**src/rtl/spy_port.sv**
```systemverilog
// spy_port: host-side access controller for the spy bus.
// Accepts a four-phase req/ack transaction from the debug host, drives one
// spy read select (with dbread) or one load strobe, captures the spy read
// mux output and returns it to the host. All outputs come straight from flops.
module spy_port #(
   parameter int unsigned SETTLE = 1
) (
   input  logic        clk,
   input  logic        reset,
   input  logic        req,
   input  logic        wr,
   input  logic [4:0]  addr,
   input  logic [15:0] wdata,
   output logic [15:0] rdata,
   output logic        ack,
   output logic        busy,
   input  logic [15:0] spy_in,
   output logic        dbread,
   output logic        spy_irl, spy_irm, spy_irh, spy_scratch,
   output logic        spy_opc, spy_pc, spy_obl_, spy_obh_,
   output logic        spy_flag1, spy_flag2, spy_ml, spy_mh,
   output logic        spy_al, spy_ah, spy_stl, spy_sth,
   output logic        spy_mdl, spy_mdh, spy_vmal, spy_vmah,
   output logic        spy_obl, spy_obh, spy_disk, spy_bd,
   output logic        ldirl, ldirm, ldirh, ldscratch,
   output logic        ldopc, ldmode, ldclk,
   output logic [15:0] spy_wdata
);

   typedef enum logic [1:0] {
      ST_IDLE = 2'd0,
      ST_SEL  = 2'd1,
      ST_DONE = 2'd2
   } state_t;

   // The settle counter counts down to zero, so a SETTLE of N spends N cycles in SEL.
   localparam logic [3:0] CNT_INIT = 4'(SETTLE - 1);

   state_t      state_q, state_d;
   logic [3:0]  cnt_q, cnt_d;
   logic        wr_q, wr_d;
   logic [4:0]  addr_q, addr_d;
   logic [15:0] wdata_q, wdata_d;
   logic [23:0] sel_q, sel_d;
   logic [6:0]  ld_q, ld_d;
   logic        dbread_q, dbread_d;
   logic        ack_q, ack_d;
   logic        busy_q, busy_d;
   logic [15:0] rdata_q, rdata_d;

   // One-hot read select for spy addresses 0-23; unmapped addresses select nothing.
   function automatic logic [23:0] sel_decode(input logic [4:0] a);
      if (a < 5'd24) begin
         sel_decode = 24'd1 << a;
      end else begin
         sel_decode = 24'd0;
      end
   endfunction

   // One-hot load strobe for spy addresses 0-6; other addresses strobe nothing.
   function automatic logic [6:0] ld_decode(input logic [4:0] a);
      if (a < 5'd7) begin
         ld_decode = 7'd1 << a;
      end else begin
         ld_decode = 7'd0;
      end
   endfunction

   // Next-state and next-output computation for the IDLE -> SEL -> DONE handshake.
   always_comb begin
      state_d  = state_q;
      cnt_d    = cnt_q;
      wr_d     = wr_q;
      addr_d   = addr_q;
      wdata_d  = wdata_q;
      sel_d    = sel_q;
      ld_d     = ld_q;
      dbread_d = dbread_q;
      ack_d    = ack_q;
      busy_d   = busy_q;
      rdata_d  = rdata_q;
      case (state_q)
         ST_IDLE: begin
            ack_d = 1'b0;
            if (req) begin
               state_d = ST_SEL;
               busy_d  = 1'b1;
               cnt_d   = CNT_INIT;
               wr_d    = wr;
               addr_d  = addr;
               wdata_d = wdata;
               if (wr) begin
                  ld_d     = ld_decode(addr);
                  sel_d    = 24'd0;
                  dbread_d = 1'b0;
               end else begin
                  ld_d     = 7'd0;
                  sel_d    = sel_decode(addr);
                  dbread_d = (addr < 5'd24);
               end
            end else begin
               busy_d   = 1'b0;
               sel_d    = 24'd0;
               ld_d     = 7'd0;
               dbread_d = 1'b0;
            end
         end
         ST_SEL: begin
            if (wr_q) begin
               // Writes take a single SEL cycle whatever SETTLE is.
               ld_d    = 7'd0;
               ack_d   = 1'b1;
               state_d = ST_DONE;
            end else if (cnt_q == 4'd0) begin
               sel_d    = 24'd0;
               dbread_d = 1'b0;
               ack_d    = 1'b1;
               state_d  = ST_DONE;
               if (addr_q < 5'd24) begin
                  rdata_d = spy_in;
               end else begin
                  rdata_d = 16'hFFFF;
               end
            end else begin
               cnt_d = cnt_q - 4'd1;
            end
         end
         ST_DONE: begin
            if (!req) begin
               ack_d   = 1'b0;
               busy_d  = 1'b0;
               state_d = ST_IDLE;
            end else begin
               ack_d = 1'b1;
            end
         end
         default: begin
            state_d  = ST_IDLE;
            sel_d    = 24'd0;
            ld_d     = 7'd0;
            dbread_d = 1'b0;
            ack_d    = 1'b0;
            busy_d   = 1'b0;
         end
      endcase
   end

   // State and output registers; reset aborts any transaction in flight.
   always_ff @(posedge clk) begin
      if (reset) begin
         state_q  <= ST_IDLE;
         cnt_q    <= 4'd0;
         wr_q     <= 1'b0;
         addr_q   <= 5'd0;
         wdata_q  <= 16'd0;
         sel_q    <= 24'd0;
         ld_q     <= 7'd0;
         dbread_q <= 1'b0;
         ack_q    <= 1'b0;
         busy_q   <= 1'b0;
         rdata_q  <= 16'd0;
      end else begin
         state_q  <= state_d;
         cnt_q    <= cnt_d;
         wr_q     <= wr_d;
         addr_q   <= addr_d;
         wdata_q  <= wdata_d;
         sel_q    <= sel_d;
         ld_q     <= ld_d;
         dbread_q <= dbread_d;
         ack_q    <= ack_d;
         busy_q   <= busy_d;
         rdata_q  <= rdata_d;
      end
   end

   assign {spy_bd, spy_disk, spy_obh, spy_obl, spy_vmah, spy_vmal, spy_mdh, spy_mdl,
           spy_sth, spy_stl, spy_ah, spy_al, spy_mh, spy_ml, spy_flag2, spy_flag1,
           spy_obh_, spy_obl_, spy_pc, spy_opc, spy_scratch, spy_irh, spy_irm, spy_irl} = sel_q;
   assign {ldclk, ldmode, ldopc, ldscratch, ldirh, ldirm, ldirl} = ld_q;
   assign dbread    = dbread_q;
   assign ack       = ack_q;
   assign busy      = busy_q;
   assign rdata     = rdata_q;
   assign spy_wdata = wdata_q;

endmodule

```
**config.mk**
```make
export PLATFORM = sky130hd
export DESIGN_NAME = spy_port
export DESIGN_NICKNAME = d
export VERILOG_FILES = /design/src/rtl/spy_port.sv
export SDC_FILE = /design/constraint.sdc
export NUM_CORES = 1
export LEC_CHECK = 0
export ABC_AREA = 0
export BUFFER_PORTS_ARGS = -buffer_cell sky130_fd_sc_hd__buf_2
export CORE_ASPECT_RATIO = 1.25
export CORE_MARGIN = 4
export CORE_UTILIZATION = 46
export DETAILED_ROUTE_END_ITERATION = 8
export GPL_TIMING_DRIVEN = 0
export PLACE_DENSITY = 0.74
export SLEW_MARGIN = 20
export SYNTH_ARGS = -nofsm -noshare
export SYNTH_HDL_FRONTEND = slang
export SYNTH_SLANG_ARGS = --single-unit
```
**constraint.sdc**
```tcl
create_clock -name clk -period 3.4 [get_ports clk]
set_input_delay 0.34 -clock clk [delete_from_list [all_inputs] [get_ports clk]]
set_output_delay 0.34 -clock clk [all_outputs]
set_load 0.03 [all_outputs]
```
# Yosys cells after proc, flatten, opt, wreduce, memory -nomap -nowiden
# Cells that the tools add are included.
# word_totals
ff_bits	78
inputBits	41
out_inout_bits	66
wordCells	71
# classes
add_sub_neg	1
magnitude_cmp	3
n_eq_ne	9
shifts	2
mux	32
n_bitwise	3
reduce_logical	10
# ops
cell	count
$mux W24	5
$pmux W24 S3	1
$mux W7	4
$shl A1 B5 Y24 const A	1
$pmux W7 S3	1
$mux W16	1
$mux W4	3
$ne A2 B2 Y1 const B	6
$lt A5 B5 Y1 const B	2
$reduce_and A3 Y1	3
$mux W1	8
$mux W2	4
$pmux W4 S2	1
$shl A1 B5 Y7 const A	1
$pmux W1 S3	2
$pmux W2 S3	1
$reduce_and A2 Y1	3
$lt A5 B3 Y1 const B	1
$logic_not A4 Y1	1
$reduce_and A4 Y1	1
$sub A4 B1 Y4 const B	1
$ne A3 B3 Y1 const B	1
$not A1 Y1	3
$eq A2 B1 Y1 const B	1
4 further kinds	4

# Longest topological paths before layout
# depth
word_depth	5
ltp_mapped	8
mapped_depth_nobuf	6

# Worst setup path after synthesis
# Ideal clock, no wire load.
# synth_timing
path_kind	register to register
startpoint	reg state_q[0]
endpoint	reg cnt_q[3]
setup_time_ns	0.069
arrival_time_ns	1.461
t_required_ns	3.331
path_slack_ns	1.870
path_stages_with_launch	7
cell_sequence	dfxtp_1 > inv_1 > ha_1 > mux2i_1 > nor4_1 > a211o_1 > o21ai_1
# synth_via
elab_chain_len	3
# synth_rtl
item	line	text
start: declaration	39	state_t state_q, state_d;
start signal: assignment	163	state_q <= state_d;
$eq A2 B1 Y1 or $logic_not A2 Y1 (tied branches)	82	case (state_q)
$ne A2 B2 Y1 (no line) or $reduce_bool A2 Y1 (tied branches)	-	
$reduce_and A4 Y1 (no line)	-	
end signal: assignment	164	cnt_q <= cnt_d;
end: declaration	40	logic [3:0] cnt_q, cnt_d;
# Parallel ways exist; a longest one is shown, timed or not.
# A chain may end at the register's enable or synchronous reset.

# Final worst setup path
# layout_timing
startpoint	reg cnt_q[1]
endpoint	reg rdata_q[12] (netlist: rdata[12])
# layout_via
elab_chain_len	2
# layout_rtl
item	line	text
$logic_not A4 Y1	114	end else if (cnt_q == 4'd0) begin
$reduce_and A3 Y1 (no line)	-	
end signal: assignment	173	rdata_q <= rdata_d;
end: declaration	49	logic [15:0] rdata_q, rdata_d;
# No other way between the ends.

==> results.sh <==
export IMPL_status="finished, final reports clean"
export IMPL_chipWidth_um=82.1
export IMPL_setup_violations=0
export IMPL_crit_required_ns=3.62
export IMPL_netlist_top_cells_area="dfxtp_1, nand2_1, a21oi_1"
export IMPL_cp_end_kind="flop"
export IMPL_grt_usage=0.206
export IMPL_synth_top_family_by_area="simple AND/OR/NAND/NOR gates"
export IMPL_numCtsBuffers=9
export IMPL_whs_endpoint="spy_wdata[7]"
export IMPL_setup_ws_ns=1.60
export IMPL_ff2ff_path_depth=8
export IMPL_register_area_um2=1500
export IMPL_synth_compound_area_frac=0.0944
export IMPL_vias_per_cell=5.13
export IMPL_ys_warn_count=0
export IMPL_reg2reg_to="rdata[12]"
export IMPL_synth_seq_cells=75
export IMPL_dp_slack_ns=1.61
export IMPL_holdCritStartpoint="wdata[7]"
export IMPL_slew_violations=0
export IMPL_io_pins=107
export IMPL_max_freq_mhz=555
export IMPL_clockBufferDepth=2
export IMPL_drive_above_1_share=0.280
export IMPL_netlist_instances=382
export IMPL_cts_htree_levels=3
export IMPL_cts_resized=0
export IMPL_fillers=634
export IMPL_multi_input_area_um2=1510
export IMPL_die_y_um=101
export IMPL_yosys_area_share_simple=0.341
export IMPL_cp_arrival_ns=2.02
export IMPL_yosysUniqueCellTypes=38
export IMPL_start_util=0.477
export IMPL_drt_iter0_markers=117
export IMPL_syn_avg_cell_area_um2=8.26
export IMPL_crit_fanout=10
export IMPL_grt_max_degree=14
export IMPL_synth_seq_area_share=0.476
export IMPL_synth_xor_area_frac=0.00555
export IMPL_antenna_found_initial=0
export IMPL_drt_wl_total_um=8010
export IMPL_core_um2=6610
export IMPL_vias=3024
export IMPL_netlist_area_leader_share=0.476
export IMPL_rsz0062_at_grt="no"
export IMPL_synth_area_um2=3150
export IMPL_area_delta_synth_final_pct=26.2
export IMPL_peakVddDrop_mv=0.445
export IMPL_diodes=0
export IMPL_synth_adder_area_share=0.0238
export IMPL_max_cap_viol_count=0
export IMPL_drc=0
export IMPL_synth_area_mux_share=0.0127
export IMPL_critPathKind="reg -> reg"
export IMPL_numPortBuffers=105
export IMPL_first_global_vias=2920
export IMPL_clkTransAtPathRegs_ns=0.08
export IMPL_leakage_nw=1.79
export IMPL_clkSinkCount=75
export IMPL_worstSkewPairLatency_ns=0.34
export IMPL_min_period_ns=1.80
export IMPL_crit_path_start_kind="flop"
export IMPL_regToRegSetupSlack_ns=1.60
export IMPL_synth_nets=429
export IMPL_grt_overflow_total=0
export IMPL_wire_per_inst_um=13.6
export IMPL_r2r_start="cnt_q[1]"
export IMPL_maxSlewHeadroom=0.642
export IMPL_postCtsSetupRepairBufs=0
export IMPL_ant_nets=0
export IMPL_cts_hold_buf=0
export IMPL_tightest_slew_ns=0.533
export IMPL_finalHoldViolCount=0
export IMPL_fin_nets=545
export IMPL_hp_class="in -> reg"
export IMPL_cts_tree="built"
export IMPL_drt_pass1_iter_count=4
export IMPL_synth_top_cell_by_area="dfxtp_1"
export IMPL_die_area_um2=8250
export IMPL_clock_skew_ns=0.00892
export IMPL_cts_root_buf="clkbuf_8"
export IMPL_grt_first_pass_wirelength_um=13300
export IMPL_fin_setup_tns_ns=0
export IMPL_p_per_area_nw_per_um2=755
export IMPL_rows=33
export IMPL_hpwl_um=6010
export IMPL_min_period_over_period=0.530
export IMPL_whs_path_depth=3
export IMPL_gp_congestion=0.830
## how the worst max path moves through the flow
stage	endpoint	cells past startpoint	start
6_report	rdata[12]	8	cnt_q[1]
5_1_grt	rdata[12]	8	cnt_q[1]
4_1_cts	rdata[12]	8	cnt_q[1]
3_5_place_dp	rdata[12]	8	cnt_q[1]
3_3_place_gp	rdata[6]	8	cnt_q[0]
2_1_floorplan	cnt_q[3]	6	state_q[0]
## worst max-delay path: stages, from the launching register on
cell	delay, ns
dfxtp_1	0.34
inv_1	0.09
ha_1	0.16
nor3b_2	0.19
buf_4	0.21
nand2_1	0.19
buf_2	0.24
nor3_1	0.18
nor3_1	0.07
## cells in the final DEF (no fill, tap or decap), types with 2 or more instances in the layout
master | Yosys | layout
buf_4 | 3 | 3
clkinv_2 | 0 | 2
nand4_1 | 2 | 2
clkbuf_1 | 14 | 15
nor3_1 | 37 | 37
a21oi_1 | 38 | 38
nand2b_1 | 5 | 5
nor4_1 | 2 | 2
nand2_1 | 75 | 75
ha_1 | 6 | 6
buf_2 | 7 | 112
nor2_1 | 30 | 30
nand3_1 | 30 | 30
xnor2_1 | 2 | 2
o21ai_0 | 4 | 4
clkbuf_8 | 0 | 9
nor4b_4 | 3 | 3
and2_1 | 2 | 2
inv_1 | 9 | 9
dfxtp_1 | 75 | 75
mux2i_1 | 4 | 4
nand3b_1 | 16 | 16
## layer usage
metal	part of all wire	up-vias	global-route usage
met5	0	-	0
met4	0.023	0	0.0972
met3	0.084	13	0.0564
met2	0.47	105	0.338
met1	0.42	1377	0.246
li1	-	1529	-
## sequential cells by signal (all words and copies together), names as in the netlist
name	count
wr_q	1
ack	1
cnt_q	4
spy_wdata	16
sel_q	24
addr_q	2
rdata	16
state_q	2
ld_q	7
busy	1
dbread	1
## power breakdown
part / internal, mW / total (mW) / switching [mW]
Clock: 0.340 / 0.668 / 0.327
Sequential: 1.04 / 1.12 / 0.0824
Combinational: 0.394 / 1.22 / 0.824
## cells in the mapped netlist
cell type,n
a2111oi_2,1
a211o_1,1
a21o_1,1
a21o_2,1
a21oi_1,38
a21oi_4,1
a221oi_1,1
and2_1,2
and2_2,1
buf_1,1
buf_2,7
buf_4,3
clkbuf_1,14
dfxtp_1,75
ha_1,6
inv_1,9
mux2i_1,4
nand2_1,75
nand2_4,1
nand2b_1,5
nand3_1,30
nand3b_1,16
nand4_1,2
nor2_1,30
nor2b_1,1
nor2b_2,1
nor3_1,37
nor3b_1,1
nor3b_2,1
nor4_1,2
nor4_4,1
nor4b_4,3
nor4bb_1,1
o21a_1,1
o21ai_0,4
o21ai_1,1
o32a_1,1
xnor2_1,2
## cells by family (layout without fill, tap and decap cells)
logic type               count (synthesis)  count (layout)
AO/OA/AOI/OAI                           51              51
XOR/XNOR                                 2               2
adder cells (fa/ha/maj)                  6               6
buffers and inverters                   34             155
flip-flops                              75              75
multiplexers                             4               4
AND/OR/NAND/NOR                        210             210
## per-stage QoR
| step | cells | utilization | total power, mW | hold slack [ns] | area [µm²] |
|---|---|---|---|---|---|
| 2_1_floorplan | 382 | - | 2.04 | 0.432 | 3150 |
| 3_3_place_gp | 574 | 0.573 | 2.34 | 0.437 | 3790 |
| 3_5_place_dp | 574 | 0.573 | 2.36 | 0.443 | 3790 |
| 4_1_cts | 590 | 0.603 | 3.03 | 0.213 | 3980 |
| 5_1_grt | 590 | 0.603 | 3.20 | 0.227 | 3980 |
| 6_report | 590 | 0.603 | 3.00 | 0.233 | 3980 |
## cell type report
type / instances / area share
tap: 87 / 0.0273
buffer: 25 / 0.0286
inverter: 9 / 0.00849
timing repair buffer: 105 / 0.132
clock buffer: 10 / 0.0321
clock inverter: 6 / 0.0163
sequential: 75 / 0.377
multi-input combinational: 273 / 0.378
Power figures use the tool's default switching activity.
